File: config.mk
export PLATFORM = sky130hd
export DESIGN_NAME = pc_fetch
export DESIGN_NICKNAME = d
export VERILOG_FILES = /design/src/rtl/riscv_pkg.sv /design/src/rtl/pc_fetch.sv
export SDC_FILE = /design/constraint.sdc
export NUM_CORES = 1
export LEC_CHECK = 0
export CAP_MARGIN = 5
export CORE_UTILIZATION = 35
export DETAILED_ROUTE_END_ITERATION = 8
export GPL_TIMING_DRIVEN = 0
export PLACE_DENSITY_LB_ADDON = 0.2
export SKIP_CTS_REPAIR_TIMING = 1
export SYNTH_ARGS = -nofsm -noshare
export SYNTH_HDL_FRONTEND = slang
export SYNTH_SLANG_ARGS = --single-unit
File: constraint.sdc
create_clock -name clk -period 2.98 [get_ports clk]
set_input_delay 0.447 -clock clk [delete_from_list [all_inputs] [get_ports clk]]
set_output_delay 0.447 -clock clk [all_outputs]
set_load 0.03 [all_outputs]
File: src/rtl/riscv_pkg.sv
// Shared RV32 widths and the fetch packet handed from fetch to decode.
package riscv_pkg;
    localparam int XLEN        = 32;
    localparam int INSTR_W     = 32;
    localparam int INSTR_BYTES = 4;

    typedef struct packed {
        logic [XLEN-1:0]    pc;
        logic [INSTR_W-1:0] instr;
    } fetch_pkt_t;
endpackage

File: src/rtl/pc_fetch.sv
// Instruction-fetch front end: owns the PC, reads the combinational ROM and
// holds one {pc, instr} packet for decode behind a valid/ready handshake.
module pc_fetch
    import riscv_pkg::*;
#(
    parameter logic [XLEN-1:0] RESET_PC  = 32'h0000_0000,
    parameter int              ROM_DEPTH = 256
) (
    input  logic               clk,
    input  logic               rst,
    output logic [XLEN-1:0]    rom_a,
    input  logic [INSTR_W-1:0] rom_rd,
    input  logic               redirect_valid,
    input  logic [XLEN-1:0]    redirect_pc,
    output logic               out_valid,
    input  logic               out_ready,
    output logic [XLEN-1:0]    out_pc,
    output logic [INSTR_W-1:0] out_instr,
    output logic               halted,
    output logic               fault
);
    localparam logic [XLEN-1:0] PC_LIMIT = XLEN'(ROM_DEPTH * INSTR_BYTES);
    localparam logic [XLEN-1:0] PC_STEP  = XLEN'(INSTR_BYTES);

    logic [XLEN-1:0] pc;
    fetch_pkt_t      out_q;
    logic            out_valid_q;
    logic            fault_q;
    logic            in_range;
    logic            load_en;

    assign in_range  = (pc < PC_LIMIT);
    assign halted    = fault_q | ~in_range;
    assign load_en   = ~out_valid_q | out_ready;
    assign rom_a     = pc;
    assign out_valid = out_valid_q;
    assign out_pc    = out_q.pc;
    assign out_instr = out_q.instr;
    assign fault     = fault_q;

    always_ff @(posedge clk) begin
        if (rst) begin
            pc          <= RESET_PC;
            out_q       <= '0;
            out_valid_q <= 1'b0;
            fault_q     <= 1'b0;
        end else if (redirect_valid) begin
            // Any redirect flushes the held packet; a faulted fetch never moves pc again.
            out_valid_q <= 1'b0;
            if (redirect_pc[1:0] != 2'b00)
                fault_q <= 1'b1;
            else if (!fault_q)
                pc <= redirect_pc;
        end else if (load_en) begin
            if (!halted) begin
                out_q       <= '{pc: pc, instr: rom_rd};
                out_valid_q <= 1'b1;
                pc          <= pc + PC_STEP;
            end else begin
                out_valid_q <= 1'b0;
            end
        end
    end
endmodule

==> results.cfg, run 1 <==
[place]
placed_area_mm2 = 0.00561
io_buffers = 165
gp_congestion = 0.817
hpwl_mm = 8.49

[global_routing]
grt_pass1_vias = 3554
grt_usage_pct = 20.8
grt-ovfl-total = 0
grt_pass1_wl_mm = 18.2
grt_start_max_net_pins = 19
antenna_found_initial = 0

[routing]
wire_per_inst_um = 15.9
drc_errors = 0
drt-initial-drc-count = 222
vias = 3627
viasPerCell = 4.98
ant_nets = 0
first_pass_iters = 4
wl_mm = 11.5

[layout]
final_cell_mix = clkdlybuf4s50_1, dfxtp_1, nor2_1
multi_input_area_mm2 = 0.00168
final_util_pct = 55.9
area_delta_synth_final_pct = 53.5
final_common_cell = clkdlybuf4s50_1
fillers = 965
layout-drive-gt1-share_pct = 4.90
final_nets = 656
n_antenna_cell = 0
design_area_mm2 = 0.00582
regArea_mm2 = 0.00196

[sta]
tightest_slew_ns = 0.600
max_freq_ghz = 0.353
clock_skew_ns = 0.0203
finalCritPeriodShare_pct = 95.2
finalSetupViolations = 0
report.final.slew_viol_count = 0
post-route-min-period_ns = 2.84
setup_tns_ns = 0
finalHoldViolCount = 0
finalHoldWorstSlack_ns = 0.419
slew_headroom_pct = 59.7
rsz0062_at_grt = false

[logic_synthesis]
synth.avg_cell_area_um2 = 9.22
synth-main-ff-cell = dfxtp_1
synth_edf_count = 0
synth_async_sr_flop_share_pct = 0
synth_fp_nets = 480
syn_area_mm2 = 0.00379
syn_inst = 411
ys_warn_count = 0
ys_seq_elements = 98
synth_cell_types = 41
synth-seq-area-share_pct = 51.7

[clocking]
cts_tree = done
cts_buffers = 9
cts_max_level = 3
clock_latency_ns = 0.36
clkTransAtPathRegs_ns = 0.11
cts_root_buf = clkbuf_8
clock-sinks = 98
clock_path_buffers = 2

[critical_path]
worstRegToRegCells = 6
crit_arrival_ns = 2.39
required_ns = 2.53
critPathLaunchType = flip-flop
critical_path_class = flip-flop to output port
rr_startpoint = rom_a[31]$_SDFFE_PP0P_
rrSetupSlack_ns = 0.78
endpoint_kind = output port
worstPathMaxFanout = 5
r2r-end = out_instr[13]$_SDFFE_PP0P_

[worst_hold_path]
min_to = rom_a[15]$_SDFFE_PP0P_
hold_path_depth = 3
hold_path.class = primary input to flip-flop
worstHoldStart = redirect_valid

[power]
powerDensity_mw_per_mm2 = 531
peakVddDrop_v = 0.000361
power_leakage_nw = 2.05

[status]
status = finished clean

[die]
pin_count = 167
initial_core_util_pct = 36.4
row_count = 37
die_y_um = 106
core_mm2 = 0.0104
die_width_um = 106
dieArea_mm2 = 0.0113

[run]
maxCapViolations = 0
==> logic make-up after synthesis <==
logic type,after synthesis,share of synthesized area (%)
mux,43,11.4
compound gates,70,11.2
simple gates,168,21.4
fa+ha+maj,1,0.330
buf+inv,31,3.96
flops,98,51.7
==> synthesized netlist by cell type (2+ instances only) <==
| cell type | n | area, um^2 |
|---|---|---|
| o31ai_1 | 3 | 22.5 |
| inv_1 | 7 | 26.3 |
| o21ai_0 | 24 | 120 |
| nand2b_1 | 2 | 12.5 |
| buf_6 | 2 | 22.5 |
| a32oi_1 | 2 | 17.5 |
| a22o_1 | 3 | 26.3 |
| or2_2 | 2 | 12.5 |
| nand2_1 | 37 | 139 |
| a211oi_1 | 3 | 22.5 |
| a22oi_1 | 4 | 30.0 |
| nor4_1 | 14 | 87.6 |
| nor2_1 | 57 | 214 |
| a31oi_1 | 3 | 18.8 |
| a221oi_1 | 2 | 17.5 |
| nand3_1 | 10 | 50.1 |
| clkbuf_1 | 16 | 60.1 |
| a21oi_1 | 20 | 100 |
| nor3_1 | 4 | 20.0 |
| dfxtp_1 | 98 | 1960 |
| mux2i_1 | 43 | 430 |
| and2_1 | 25 | 156 |
| nand4_1 | 5 | 31.3 |
| buf_4 | 4 | 30.0 |
| and3_1 | 5 | 31.3 |
==> power breakdown <==
part / total, mW / switching, mW / internal [mW]
clock network: 0.909 / 0.502 / 0.407
logic: 0.741 / 0.407 / 0.334
registers: 1.44 / 0.0602 / 1.38
total: 3.09 / 0.969 / 2.12
==> per-layer routing <==
layer	up-vias	track usage, %	wire length, um
met2	137	33.6	5430
met3	15	6.38	1030
li1	1786	-	-
met4	0	7.14	178
met1	1689	26.4	4900
met5	-	0	0
==> stage by stage <==
step / total power, mW / worst slack (ns) / instances
floorplan: 1.88 / 1.09 / 411
global placement: 2.20 / 0.565 / 712
detailed placement: 2.21 / 0.563 / 712
CTS: 3.12 / 0.141 / 728
global route: 3.23 / 0.00945 / 728
finish: 3.09 / 0.144 / 728
==> worst max-delay path, cell delays in order (launching register included) <==
cell	delay, ns
dfxtp_1	0.37
nor4_1	0.36
nand4_1	0.31
or2_2	0.38
clkdlybuf4s50_1	0.60
==> worst max-delay path by stage <==
stage                                start                     to  cells past startpoint
CTS                 rom_a[24]$_SDFFE_PP0P_                 halted                      4
floorplan                   redirect_valid  rom_a[6]$_SDFFE_PP0P_                      8
finish              rom_a[31]$_SDFFE_PP0P_                 halted                      4
detailed placement  rom_a[24]$_SDFFE_PP0P_                 halted                      4
global placement    rom_a[30]$_SDFFE_PP0P_                 halted                      4
global route        rom_a[24]$_SDFFE_PP0P_                 halted                      4
==> cell type report <==
cell class              count  area share [%]
flip-flops and latches     98            33.7
multi-input cells         282            28.8
repair buffers            165            28.4
well taps                 136            2.92
clock buffers               9            2.13
plain buffers              23            2.02
clock inverters             7            1.44
inverters                   8           0.559
==> flip-flops by register name, summed over array words and instances (netlist names) <==
| name | cells |
|---|---|
| out_valid | 1 |
| fault | 1 |
| rom_a | 32 |
| out_pc | 32 |
| out_instr | 32 |
Note: power is estimated with default switching activity, not from simulation.
==> run 2: changes to the inputs <==
--- a/config.mk
+++ b/config.mk
@@ -5,7 +5,7 @@
 export SDC_FILE = /design/constraint.sdc
 export NUM_CORES = 1
 export LEC_CHECK = 0
-export CAP_MARGIN = 5
+export CAP_MARGIN = 20
 export CORE_UTILIZATION = 35
 export DETAILED_ROUTE_END_ITERATION = 8
 export GPL_TIMING_DRIVEN = 0
==> constraint.sdc (replaced) <==
create_clock -name clk -period 3.3 [get_ports clk]
set_input_delay 0.495 -clock clk [delete_from_list [all_inputs] [get_ports clk]]
set_output_delay 0.495 -clock clk [all_outputs]
set_load 0.03 [all_outputs]
==> run 2 against run 1 <==
  * Core utilization is the same
  * First-iteration DRC count grew 5.9%
  * Sequential power shrank 9.7%
  * Clock power shrank 9.7%
  * Worst hold slack gained 0.046 ns
  * Cell area is the same
==> results.cfg, run 2 (synthesis gave the netlist of run 1 again) <==
[status]
status = finished clean

[routing]
wire_per_inst_um = 15.9
first_pass_iters = 5
drc_errors = 0
vias = 3633
drt-initial-drc-count = 235
ant_nets = 0
viasPerCell = 4.99
wl_mm = 11.6

[die]
dieArea_mm2 = 0.0113
core_mm2 = 0.0104
die_y_um = 106
die_width_um = 106
initial_core_util_pct = 36.4
pin_count = 167
row_count = 37

[global_routing]
grt_start_max_net_pins = 19
grt_pass1_wl_mm = 18.2
antenna_found_initial = 0
grt_usage_pct = 20.8
grt_pass1_vias = 3554
grt-ovfl-total = 0

[sta]
slew_headroom_pct = 59.6
max_freq_ghz = 0.347
layout_setup_ws_ns = 0.421
post-route-min-period_ns = 2.88
tightest_slew_ns = 0.600
report.final.slew_viol_count = 0
clock_skew_ns = 0.0195
finalHoldViolCount = 0
setup_tns_ns = 0
finalCritPeriodShare_pct = 87.2
rsz0062_at_grt = false
finalSetupViolations = 0

[clocking]
cts_buffers = 9
cts_tree = done
clock-sinks = 98
clkTransAtPathRegs_ns = 0.11
cts_max_level = 3
clock_path_buffers = 2
clock_latency_ns = 0.36
cts_root_buf = clkbuf_8

[layout]
n_antenna_cell = 0
layout-drive-gt1-share_pct = 4.90
final_cell_mix = clkdlybuf4s50_1, dfxtp_1, nor2_1
final_common_cell = clkdlybuf4s50_1
final_nets = 656
fillers = 965
design_area_mm2 = 0.00582
area_delta_synth_final_pct = 53.5

[critical_path]
critical_path_class = flip-flop to output port
crit_chain = nor4_1, nand4_1, or2_2, clkdlybuf4s50_1
worstPathMaxFanout = 6
cpPeakStageDelay_ns = 0.60
critPathLaunchType = flip-flop
cp_top_family = simple AND/OR/NAND/NOR gates
critPathBufInv = 1
endpoint_kind = output port
required_ns = 2.80
cpMaxStageDelayCell = clkdlybuf4s50_1
crit_arrival_ns = 2.38

[power]
peakVddDrop_v = 0.000326
power_leakage_nw = 2.05
p_total_mw = 2.79
powerDensity_mw_per_mm2 = 479

[place]
placed_area_mm2 = 0.00561
dpl_worst_slack_ns = 0.835
gp_congestion = 0.817
io_buffers = 165
hpwl_mm = 8.49

[run]
maxCapViolations = 0

[worst_hold_path]
hold_path.class = primary input to flip-flop
==> run 2: cell counts in the layout (fill, tap and decap cells not counted) <==
No cell type changed its count.
==> run 2: routing by layer <==
layer / GRT usage (%) / up-vias / share of wire (%)
met5: 0 / - / 0
met4: 7.14 / 0 / 1.6
met3: 6.38 / 17 / 9.1
met2: 33.6 / 152 / 47
met1: 26.4 / 1678 / 42
li1: - / 1786 / -
==> run 2: power by group <==
part	internal, mW	leakage [nW]	switching [mW]
Sequential	1.25	0.794	0.0541
Clock	0.367	0.108	0.454
Combinational	0.302	1.15	0.366
Total	1.92	2.05	0.875
==> run 2: worst register-to-register path: stages (launching register included) <==
cell	delay [ns]
dfxtp_1	0.37
nor4_1	0.37
nand4_1	0.31
nor2_2	0.42
buf_4	0.30
mux2i_1	0.23
nor2_1	0.06
==> run 2: final timing paths <==
| path | startpoint | endpoint | slack [ns] | cells past startpoint |
|---|---|---|---|---|
| worst min-delay path | redirect_valid | rom_a[15]$_SDFFE_PP0P_ | 0.46 | 3 |
| worst max register to register | rom_a[24]$_SDFFE_PP0P_ | out_instr[13]$_SDFFE_PP0P_ | 1.12 | 6 |
| worst min register to register | out_pc[29]$_SDFFE_PP0P_ | out_pc[29]$_SDFFE_PP0P_ | 0.47 | 1 |
| worst max-delay path | rom_a[24]$_SDFFE_PP0P_ | halted | 0.42 | 4 |
==> run 2: layout make-up <==
class                      count  area, um^2  area share, %
multi-input combinational    282        1680           28.8
clock inverter                 7        83.8           1.44
sequential                    98        1960           33.7
inverter                       8        32.5          0.559
tap                          136         170           2.92
buffer                        23         118           2.02
clock buffer                   9         124           2.13
timing repair buffer         165        1650           28.4
==> run 2: per-stage QoR <==
step | std cells | hold WS [ns] | util, %
3_5_place_dp | 712 | 0.444 | 53.9
3_3_place_gp | 712 | 0.441 | 53.9
6_report | 728 | 0.464 | 55.9
4_1_cts | 728 | 0.441 | 55.9
2_1_floorplan | 411 | 0.596 | -
5_1_grt | 728 | 0.489 | 55.9
